==> src/rtl/imem_boot_loader_pkg.sv <==
// rtl/imem_boot_loader_pkg.sv - shared types and constants for the instruction memory boot loader
//
// Purpose: loader FSM state encoding, frame marker and field widths, default
//          geometry, and a helper that says whether a state is inside a frame.
// Ports:   none (package).
package imem_boot_loader_pkg;

  localparam int unsigned IMEM_DEPTH_DEF = 256;
  localparam int unsigned TIMEOUT_DEF    = 1024;
  localparam logic [7:0]  SYNC_BYTE      = 8'hA5;
  localparam int unsigned CHK_W          = 8;
  localparam int unsigned LEN_W          = 16;
  localparam int unsigned BYTE_W         = 8;
  localparam int unsigned WORD_W         = 32;

  typedef enum logic [2:0] {
    ST_IDLE   = 3'd0,
    ST_LEN_HI = 3'd1,
    ST_LEN_LO = 3'd2,
    ST_DATA   = 3'd3,
    ST_CHK    = 3'd4,
    ST_DONE   = 3'd5,
    ST_ERR    = 3'd6
  } loader_state_e;

  // States between the sync byte and the checksum byte; the inter-byte
  // timeout only runs here.
  function automatic logic in_frame(input loader_state_e s);
    return (s == ST_LEN_HI) || (s == ST_LEN_LO) || (s == ST_DATA) || (s == ST_CHK);
  endfunction

endpackage

==> src/rtl/imem_boot_loader_if.sv <==
// rtl/imem_boot_loader_if.sv - byte stream in and instruction memory write port out
//
// Purpose: bundles the incoming byte handshake and the imem write port.
// Signals: rx_data/rx_valid/rx_ready  byte stream, transfer = rx_valid & rx_ready
//          imem_we/imem_addr/imem_wdata  one-cycle word write strobe
// Modports: master = byte source / memory side, slave = loader side.
interface imem_boot_loader_if #(
  parameter int ADDR_W = 8
) ();
  import imem_boot_loader_pkg::*;

  logic [BYTE_W-1:0] rx_data;
  logic              rx_valid;
  logic              rx_ready;
  logic              imem_we;
  logic [ADDR_W-1:0] imem_addr;
  logic [WORD_W-1:0] imem_wdata;

  modport master (
    output rx_data, rx_valid,
    input  rx_ready, imem_we, imem_addr, imem_wdata
  );

  modport slave (
    input  rx_data, rx_valid,
    output rx_ready, imem_we, imem_addr, imem_wdata
  );
endinterface

==> src/rtl/imem_boot_loader_assembler.sv <==
// rtl/imem_boot_loader_assembler.sv - packs bytes MSB-first into words and registers the imem write
//
// Purpose: byte lane counter, 24-bit shift register and registered write port.
// Ports:   clk, rst        clock, synchronous active-high reset
//          byte_en         accepted data byte this cycle
//          byte_data       the byte
//          word_done       combinational: this byte completes a word
//          imem_we/addr/wdata  registered write, one cycle after the 4th byte
//          word_count      words written since reset
module imem_boot_loader_assembler
  import imem_boot_loader_pkg::*;
#(
  parameter int ADDR_W = 8
) (
  input  logic              clk,
  input  logic              rst,
  input  logic              byte_en,
  input  logic [BYTE_W-1:0] byte_data,
  output logic              word_done,
  output logic              imem_we,
  output logic [ADDR_W-1:0] imem_addr,
  output logic [WORD_W-1:0] imem_wdata,
  output logic [ADDR_W:0]   word_count
);

  logic [1:0]        lane_q, lane_d;
  logic [23:0]       shift_q, shift_d;
  logic              we_q, we_d;
  logic [ADDR_W-1:0] addr_q, addr_d;
  logic [WORD_W-1:0] wdata_q, wdata_d;
  logic [ADDR_W:0]   count_q, count_d;

  always_comb begin
    lane_d    = lane_q;
    shift_d   = shift_q;
    we_d      = 1'b0;
    addr_d    = addr_q;
    wdata_d   = wdata_q;
    count_d   = count_q;
    word_done = byte_en && (lane_q == 2'd3);
    if (byte_en) begin
      lane_d  = lane_q + 2'd1;
      shift_d = {shift_q[15:0], byte_data};
      if (lane_q == 2'd3) begin
        // The word index is the count before this word; the frame length
        // check upstream keeps it below the memory depth.
        we_d    = 1'b1;
        addr_d  = count_q[ADDR_W-1:0];
        wdata_d = {shift_q, byte_data};
        count_d = count_q + (ADDR_W + 1)'(1);
      end
    end
  end

  always_ff @(posedge clk) begin
    if (rst) begin
      lane_q  <= 2'd0;
      shift_q <= '0;
      we_q    <= 1'b0;
      addr_q  <= '0;
      wdata_q <= '0;
      count_q <= '0;
    end else begin
      lane_q  <= lane_d;
      shift_q <= shift_d;
      we_q    <= we_d;
      addr_q  <= addr_d;
      wdata_q <= wdata_d;
      count_q <= count_d;
    end
  end

  assign imem_we    = we_q;
  assign imem_addr  = addr_q;
  assign imem_wdata = wdata_q;
  assign word_count = count_q;

endmodule

==> src/rtl/imem_boot_loader.sv <==
// rtl/imem_boot_loader.sv - framed byte-stream program loader for the instruction memory
//
// Purpose: parses SYNC, LEN_HI, LEN_LO, 4*N data bytes, CHK; writes words to
//          imem from address 0 and releases the core reset on a good frame.
// Ports:   clk, rst        clock, synchronous active-high reset
//          bus (slave)     rx byte stream in, imem write port out
//          core_rst_n      active-low core reset, released one cycle after DONE
//          load_done       sticky, frame accepted
//          load_err        sticky, frame rejected
//          word_count      words written in the current/last frame
module imem_boot_loader
  import imem_boot_loader_pkg::*;
#(
  parameter int IMEM_DEPTH = IMEM_DEPTH_DEF,
  parameter int ADDR_W     = $clog2(IMEM_DEPTH),
  parameter int TIMEOUT    = TIMEOUT_DEF
) (
  input  logic                clk,
  input  logic                rst,
  imem_boot_loader_if.slave   bus,
  output logic                core_rst_n,
  output logic                load_done,
  output logic                load_err,
  output logic [ADDR_W:0]     word_count
);

  localparam int TO_W = $clog2(TIMEOUT);

  loader_state_e     state_q, state_d;
  logic [7:0]        len_hi_q, len_hi_d;
  logic [LEN_W:0]    len_q, len_d;
  logic [CHK_W-1:0]  chk_q, chk_d;
  logic [TO_W-1:0]   idle_q, idle_d;
  logic              done_q, done_d;
  logic              err_q, err_d;
  logic              core_rst_n_q, core_rst_n_d;

  logic              rx_ready;
  logic              accept;
  logic              byte_en;
  logic              word_done;
  logic              frame_last;
  logic [LEN_W:0]    len_rx;

  assign accept  = bus.rx_valid && rx_ready;
  assign byte_en = accept && (state_q == ST_DATA);
  // Zero-extended to 17 bits so 65535 still compares correctly against the depth.
  assign len_rx  = {1'b0, len_hi_q, bus.rx_data};
  // The byte completing word N-1 ends the data phase.
  assign frame_last = word_done &&
                      (((LEN_W + 1)'(word_count) + (LEN_W + 1)'(1)) == len_q);

  imem_boot_loader_assembler #(
    .ADDR_W (ADDR_W)
  ) u_asm (
    .clk        (clk),
    .rst        (rst),
    .byte_en    (byte_en),
    .byte_data  (bus.rx_data),
    .word_done  (word_done),
    .imem_we    (bus.imem_we),
    .imem_addr  (bus.imem_addr),
    .imem_wdata (bus.imem_wdata),
    .word_count (word_count)
  );

  always_comb begin
    state_d      = state_q;
    len_hi_d     = len_hi_q;
    len_d        = len_q;
    chk_d        = chk_q;
    idle_d       = idle_q;
    done_d       = done_q;
    err_d        = err_q;
    core_rst_n_d = (state_q == ST_DONE);
    rx_ready     = (state_q == ST_IDLE) || in_frame(state_q);

    if (accept) begin
      idle_d = '0;
    end else if (in_frame(state_q)) begin
      idle_d = idle_q + TO_W'(1);
    end

    case (state_q)
      ST_IDLE: begin
        if (accept && (bus.rx_data == SYNC_BYTE)) begin
          state_d = ST_LEN_HI;
          chk_d   = '0;
        end
      end
      ST_LEN_HI: begin
        if (accept) begin
          len_hi_d = bus.rx_data;
          state_d  = ST_LEN_LO;
        end
      end
      ST_LEN_LO: begin
        if (accept) begin
          len_d = len_rx;
          if (len_rx > (LEN_W + 1)'(IMEM_DEPTH)) begin
            state_d = ST_ERR;
          end else if (len_rx == '0) begin
            state_d = ST_CHK;
          end else begin
            state_d = ST_DATA;
          end
        end
      end
      ST_DATA: begin
        if (accept) begin
          chk_d = chk_q ^ bus.rx_data;
          if (frame_last) begin
            state_d = ST_CHK;
          end
        end
      end
      ST_CHK: begin
        if (accept) begin
          state_d = (bus.rx_data == chk_q) ? ST_DONE : ST_ERR;
        end
      end
      default: ;
    endcase

    // TIMEOUT consecutive idle cycles inside a frame abort it.
    if (in_frame(state_q) && !accept && (idle_q == TO_W'(TIMEOUT - 1))) begin
      state_d = ST_ERR;
    end

    if ((state_d == ST_DONE) && (state_q != ST_DONE)) begin
      done_d = 1'b1;
    end
    if ((state_d == ST_ERR) && (state_q != ST_ERR)) begin
      err_d = 1'b1;
    end
  end

  always_ff @(posedge clk) begin
    if (rst) begin
      state_q      <= ST_IDLE;
      len_hi_q     <= '0;
      len_q        <= '0;
      chk_q        <= '0;
      idle_q       <= '0;
      done_q       <= 1'b0;
      err_q        <= 1'b0;
      core_rst_n_q <= 1'b0;
    end else begin
      state_q      <= state_d;
      len_hi_q     <= len_hi_d;
      len_q        <= len_d;
      chk_q        <= chk_d;
      idle_q       <= idle_d;
      done_q       <= done_d;
      err_q        <= err_d;
      core_rst_n_q <= core_rst_n_d;
    end
  end

  assign bus.rx_ready = rx_ready;
  assign core_rst_n   = core_rst_n_q;
  assign load_done    = done_q;
  assign load_err     = err_q;

endmodule

==> src/flat_wrapper.sv <==
// flat-port wrapper written by rule: the top's interface ports become plain ports
module imem_boot_loader_flat import imem_boot_loader_pkg::*;
#(
  parameter int IMEM_DEPTH = IMEM_DEPTH_DEF,
  parameter int ADDR_W     = $clog2(IMEM_DEPTH),
  parameter int TIMEOUT    = TIMEOUT_DEF
)
  (clk, rst, core_rst_n, load_done, load_err, word_count, bus_rx_data, bus_rx_valid, bus_rx_ready, bus_imem_we, bus_imem_addr, bus_imem_wdata);
  imem_boot_loader_if #(.ADDR_W(ADDR_W)) bus_i ();
  input  logic clk;
  input  logic rst;
  output logic core_rst_n;
  output logic load_done;
  output logic load_err;
  output logic [ADDR_W:0] word_count;
  input wire logic [$bits(bus_i.rx_data)-1:0] bus_rx_data;
  input wire logic [$bits(bus_i.rx_valid)-1:0] bus_rx_valid;
  output wire logic [$bits(bus_i.rx_ready)-1:0] bus_rx_ready;
  output wire logic [$bits(bus_i.imem_we)-1:0] bus_imem_we;
  output wire logic [$bits(bus_i.imem_addr)-1:0] bus_imem_addr;
  output wire logic [$bits(bus_i.imem_wdata)-1:0] bus_imem_wdata;
  assign bus_i.rx_data = bus_rx_data;
  assign bus_i.rx_valid = bus_rx_valid;
  assign bus_rx_ready = bus_i.rx_ready;
  assign bus_imem_we = bus_i.imem_we;
  assign bus_imem_addr = bus_i.imem_addr;
  assign bus_imem_wdata = bus_i.imem_wdata;
  imem_boot_loader #(.IMEM_DEPTH(IMEM_DEPTH), .ADDR_W(ADDR_W), .TIMEOUT(TIMEOUT)) u_core (.clk(clk), .rst(rst), .bus(bus_i), .core_rst_n(core_rst_n), .load_done(load_done), .load_err(load_err), .word_count(word_count));
endmodule
==> config.mk <==
export PLATFORM = sky130hd
export DESIGN_NAME = imem_boot_loader_flat
export DESIGN_NICKNAME = d
export VERILOG_FILES = /design/src/rtl/imem_boot_loader_pkg.sv /design/src/rtl/imem_boot_loader_if.sv /design/src/rtl/imem_boot_loader_assembler.sv /design/src/rtl/imem_boot_loader.sv /design/src/flat_wrapper.sv
export SDC_FILE = /design/constraint.sdc
export NUM_CORES = 1
export LEC_CHECK = 0
export ABC_AREA = 1
export BUFFER_PORTS_ARGS = -buffer_cell sky130_fd_sc_hd__buf_4
export CORE_UTILIZATION = 30
export CTS_CLUSTER_DIAMETER = 100
export CTS_CLUSTER_SIZE = 10
export DETAILED_ROUTE_END_ITERATION = 6
export PLACE_DENSITY = 0.45
export RECOVER_POWER = 50
export SETUP_SLACK_MARGIN = 0.15
export SKIP_CTS_REPAIR_TIMING = 1
export SLEW_MARGIN = 20
export SYNTH_ARGS = -nofsm -noshare
export SYNTH_HDL_FRONTEND = slang
export SYNTH_SLANG_ARGS = --single-unit
export TNS_END_PERCENT = 20
==> constraint.sdc <==
create_clock -name clk -period 1.9 [get_ports clk]
set_input_delay 0.38 -clock clk [delete_from_list [all_inputs] [get_ports clk]]
set_output_delay 0.38 -clock clk [all_outputs]
set_load 0.02 [all_outputs]
; ---- Word-level counts from Yosys, hierarchy flattened
; Index checks and enable logic that the tools add are counted.
[word_totals]
ff_bits = 124
latchBits = 0
ramBits = 0
mem_bits_ro = 0
input_bits = 11
output_inout_bits = 54
wordCells = 75
mem_count = 0
[classes]
addsub = 4
multipliers = 0
n_div = 0
n_lt_le_gt_ge = 1
eq_ne = 16
n_shift = 0
n_mux = 15
bitwise_logic = 2
n_reduce_logical = 23
[ops]
columns = operator, n
row1 = two-way mux 3 bit, 9
row2 = == test 17 x 16 -> 1 bit, 1
row3 = zero test 17 bit, 1
row4 = "> comparator 16 x 9 -> 1 bit, second input constant", 1
row5 = two-way mux 8 bit, 2
row6 = one-hot mux 8 bit (2 select lines), 1
row7 = one-hot mux 3 bit (5 select lines), 1
row8 = "== test 3 bit, second input constant", 4
row9 = "adder 10 x 1 -> 10 bit, second input constant", 1
row10 = "adder 9 x 1 -> 10 bit, second input constant", 1
row11 = "== test 10 bit, second input constant", 1
row12 = "adder 9 x 1 -> 9 bit, second input constant", 1
row13 = logical AND 1 bit, 9
row14 = == test 8 bit, 1
row15 = "== test 8 bit, second input constant", 1
row16 = bitwise XOR 8 bit, 1
row17 = "== test 3 x 2 -> 1 bit, second input constant", 2
row18 = "!= test 3 bit, second input constant", 2
row19 = AND reduction 2 bit, 3
row20 = logical OR 1 bit, 4
row21 = OR reduction 2 bit, 2
row22 = "== test 3 x 1 -> 1 bit, second input constant", 1
row23 = zero test 3 bit, 1
row24 = AND reduction 3 bit, 1
row25 = other kinds (9), 9

; ---- Logic depth before layout (Yosys ltp)
[logic_depth]
word_depth = 15
mapped_depth = 14
ltp_nobuf = 14

; ---- Modules after synthesis
; From an unflattened synthesis, not the netlist that was laid out.
[hier_totals]
cells_unflattened = 741
area_unflattened_um2 = 5355.1
[modules_own_cells]
columns = module, n_inst, cells_each, area_each_um2, seq_area_each_um2
row1 = imem_boot_loader_assembler, 1, 343, 2708.8, 1521.5
row2 = imem_boot_loader, 1, 398, 2646.3, 960.9

; ---- Worst setup path after synthesis
; Ideal clock, no wire load.
[synth_timing]
path_type = flip-flop to flip-flop
from = reg u_core.u_asm.count_q[0], in the netlist u_core.u_asm.word_count[0]
to = reg u_core.err_q, in the netlist u_core.load_err
setup_time_ns = 0.120
t_arrival_ns = 1.769
required_time_ns = 1.780
path_slack_ns = 0.011
stages_incl_launch_ff = 13
path_buffers = 0
period_less_slack_ns = 1.889
path_cell_list = dfxtp_1 > ha_1 > nand2_2 > nor2_2 > nand3_1 > nand2_1 > nand2_1 > nand2_1 > nand3_1 > o21bai_2 > nand3_1 > nand2_1 > o21bai_2
[synth_between]
elab_chain_cells = 9
[synth_lines]
columns = item, line_no
row1 = "start, declared", imem_boot_loader_assembler.sv:31  ; logic [ADDR_W:0] count_q, count_d;
row2 = "start signal, assigned", imem_boot_loader_assembler.sv:69  ; count_q <= count_d;
row3 = adder 9 x 1 -> 10 bit, imem_boot_loader.sv:51  ; (((LEN_W + 1)'(word_count) + (LEN_W + 1)'(1)) == len_q);
row4 = == test 17 x 16 -> 1 bit, imem_boot_loader.sv:51
row5 = logical AND 1 bit, imem_boot_loader.sv:50  ; assign frame_last = word_done &&
row6 = two-way mux 3 bit, imem_boot_loader.sv:112  ; if (frame_last) begin
row7 = two-way mux 3 bit, imem_boot_loader.sv:110  ; if (accept) begin
row8 = one-hot mux 3 bit (5 select lines), imem_boot_loader.sv:84  ; case (state_q)
row9 = two-way mux 3 bit, imem_boot_loader.sv:126  ; if (in_frame(state_q) && !accept && (idle_q == TO_W'(TIMEOUT - 1))) begin
row10 = == test 3 bit, imem_boot_loader.sv:133  ; if ((state_d == ST_ERR) && (state_q != ST_ERR)) begin
row11 = logical AND 1 bit, imem_boot_loader.sv:133
row12 = "end signal, assigned", imem_boot_loader.sv:155  ; err_q <= err_d;
row13 = "end, declared", imem_boot_loader.sv:35  ; logic err_q, err_d;
; No other way between the ends.
; A chain may end at the register's enable or synchronous reset.

; ---- Worst setup path after layout
[layout_timing]
from = reg u_core.u_asm.count_q[1], in the netlist u_core.u_asm.word_count[1]
to = reg u_core.err_q, in the netlist u_core.load_err
; The elaborated chain is that of the path after synthesis.

==> impl_metrics.json <==
{
  "outcome": "completed",
  "p_leak_nw": 2.57,
  "grtUsageTotal_pct": 16.1,
  "synthesis.nets": 677,
  "crit_start": "u_core.u_asm.word_count[1]",
  "antenna_found_initial": 0,
  "holdPathStages": 3,
  "drive_gt1_share_pct": 15.9,
  "syn_avg_cell_area_um2": 7.63,
  "die_h_um": 132,
  "finalHoldViolations": 0,
  "ioPinCount": 65,
  "antenna-diode-count": 0,
  "initial_core_util_pct": 30.6,
  "fin_setup_tns_ns": 0,
  "hp-class": "in2reg",
  "drc": 0,
  "clk_path_buf_depth": 2,
  "syn_inst": 663,
  "synthFlopType": "dfxtp_1",
  "crit_required_ns": 2.25,
  "drt-total-wl_mm": 13.5,
  "yosysTopAreaCell": "dfxtp_1",
  "rsz0062_at_grt": "yes",
  "clkTransAtPathRegs_ns": 0.06,
  "finalNetCount": 758,
  "cts_tree": "yes",
  "synthTopCellsByArea": "dfxtp_1 49%, o21ai_0 11%, a21oi_1 7.9%",
  "worstMarginPinSlew_ns": 0.591,
  "setup_violations": 0,
  "fmax_mhz": 561,
  "fin_crit_sh_pct": 93.8,
  "finalCriticalPeriod_ns": 1.78,
  "synth-edff-count": 0,
  "synth.top_cell.area_share_pct": 49.1,
  "grt_max_degree": 58,
  "grt_pass1_wl_mm": 21.7,
  "via_per_inst": 4.63,
  "arrival_ns": 2.13,
  "total_power_w": 0.00565,
  "die-area_um2": 17400,
  "ir_worst_vdd_v": 0.000649,
  "synthToLayoutAreaGrowth_pct": 26.8,
  "place.gp.congestion": 0.832,
  "r2r.worst_path.cells": 13,
  "max_slew_margin_pct": 60.6,
  "synth_seq_cells": 124,
  "critPathKind": "reg2reg",
  "worst_skew_pair.late_latency_ns": 0.42,
  "final-instance-count-excl-fill": 977,
  "placed_cells": 937,
  "syn_area_um2": 5060,
  "grt_pass1_vias": 4233,
  "htreeDepth": 4,
  "synthTopCellsByCount": "124 x dfxtp_1, 109 x o21ai_0, 82 x nand2_1",
  "dp_hpwl_mm": 9.29,
  "powerDensity_nw_per_um2": 880,
  "synth.most_common_cell": "dfxtp_1",
  "cts-buffers-inserted": 17,
  "drtPass1Iterations": 4,
  "hp-start": "bus_rx_data[7]",
  "cp-end-kind": "flip-flop",
  "fp-row-count": 47,
  "hold_ws_ns": 0.255,
  "cts_root_buf": "clkbuf_16",
  "cp_max_fo": 6,
  "die_x_um": 132,
  "coreArea_um2": 16500,
  "critPathLaunchType": "flip-flop",
  "seq_area_frac_synth_pct": 49.1,
  "worst-r2r-setup-slack_ns": 0.12,
  "gr-total-overflow": 0,
  "synth_warnings": 0,
  "ant_nets": 0,
  "r2r_start": "u_core.u_asm.word_count[1]",
  "wl_per_cell_um": 13.8,
  "clock_sinks": 124,
  "drv_slew": 0,
  "async_flop_share_pct": 0,
  "dr.first_iter.drc_count": 211,
  "synth_cell_types": 28,
  "clock_skew_ns": 0.00971,
  "num_vias": 4525,
  "drv_cap": 0,
  "io_buffers": 64
}
## report_power, final
group | total [W] | leakage, nW | internal [W] | switching, W
Combinational | 0.000150 | 1.31 | 0.0000553 | 0.0000943
Clock | 0.00290 | 0.264 | 0.00173 | 0.00117
Sequential | 0.00260 | 1.00 | 0.00260 | 0.000000640
Total | 0.00565 | 2.57 | 0.00438 | 0.00126
## layer usage
layer / vias up / global-route usage [%] / part of all wire (%)
met2: 93 / 24.9 / 45
met3: 13 / 4.73 / 4.8
li1: 2350 / - / -
met5: - / 0 / 0
met1: 2069 / 20.9 / 49
met4: 0 / 6.52 / 1.3
## layout by cell type, fill, tap and decap left out, types with 2 or more instances in the layout
cell type and n:
nand2_2 8, dfxtp_4 3, nand3b_1 4, nand3_2 4
inv_2 5, inv_1 73, clkbuf_8 2, dfxtp_2 4
dfxtp_1 117, xnor2_1 8, clkbuf_16 17, nand4_1 5
nor2_2 7, clkbuf_1 49, nor2_4 6, nand2_1 76
clkinv_4 3, o21ai_0 109, a21oi_1 79, buf_4 40
buf_12 2, nand3_4 2, xor2_1 3, nor3_1 7
ha_1 2, nor2_1 60, o21ai_1 2, buf_6 2
nand3_1 32, o211a_1 8, clkinv_2 5
## worst paths after layout
kind                                  end
setup / recovery          u_core.load_err
hold / removal    u_core.u_asm.shift_q[7]
setup reg to reg          u_core.load_err
hold reg to reg          u_core.len_q[10]
## cell type report
cell class                      count  area, um2
Clock buffer                       22        464
Clock inverter                     10       67.6
Fill cell                        1747      10100
Inverter                           78        293
Multi-Input combinational cell    431       2260
Sequential cell                   124       2500
Tap cell                          220        275
Timing Repair Buffer               92        556
## cell families (layout without fill, tap and decap cells)
family          count (synthesis)  after routing  share of synthesized area, %
simple gates                  212            212                          18.7
compound gates                205            205                          21.4
flops                         124            124                          49.1
buf+inv                       108            202                          8.16
xor+xnor                       11             11                          1.91
fa+ha+maj                       3              3                         0.742
## flip-flops by register name, summed over array words and instances (netlist names), 8 cells and up
signal / cells
u_core.chk_q: 8
u_core.idle_q: 10
u_core.len_hi_q: 8
u_core.len_q: 16
u_core.u_asm.imem_addr: 8
u_core.u_asm.imem_wdata: 32
u_core.u_asm.shift_q: 24
u_core.u_asm.word_count: 9
## metrics by stage
| step | setup WS (ns) | area [um2] | utilization [%] |
|---|---|---|---|
| 2_1_floorplan | 0.155 | 5060 | - |
| 3_3_place_gp | 0.0743 | 5870 | 35.5 |
| 3_5_place_dp | 0.0437 | 5870 | 35.5 |
| 4_1_cts | -0.00156 | 6400 | 38.7 |
| 5_1_grt | -0.0211 | 6410 | 38.8 |
| 6_report | 0.117 | 6410 | 38.8 |
## worst max-delay path, cell delays in order (launching register included)
cell and delay (ns):
dfxtp_2 0.36, buf_6 0.14, nand2_1 0.09, nor2_4 0.15
nand2_1 0.08, nand2_2 0.08, nand2_2 0.06, a21oi_2 0.13
nand3_2 0.15, nor2_2 0.14, nor2_1 0.06, nor2_1 0.10
nand2_1 0.08, o21bai_2 0.12
Note: power is estimated with default switching activity, not from simulation.
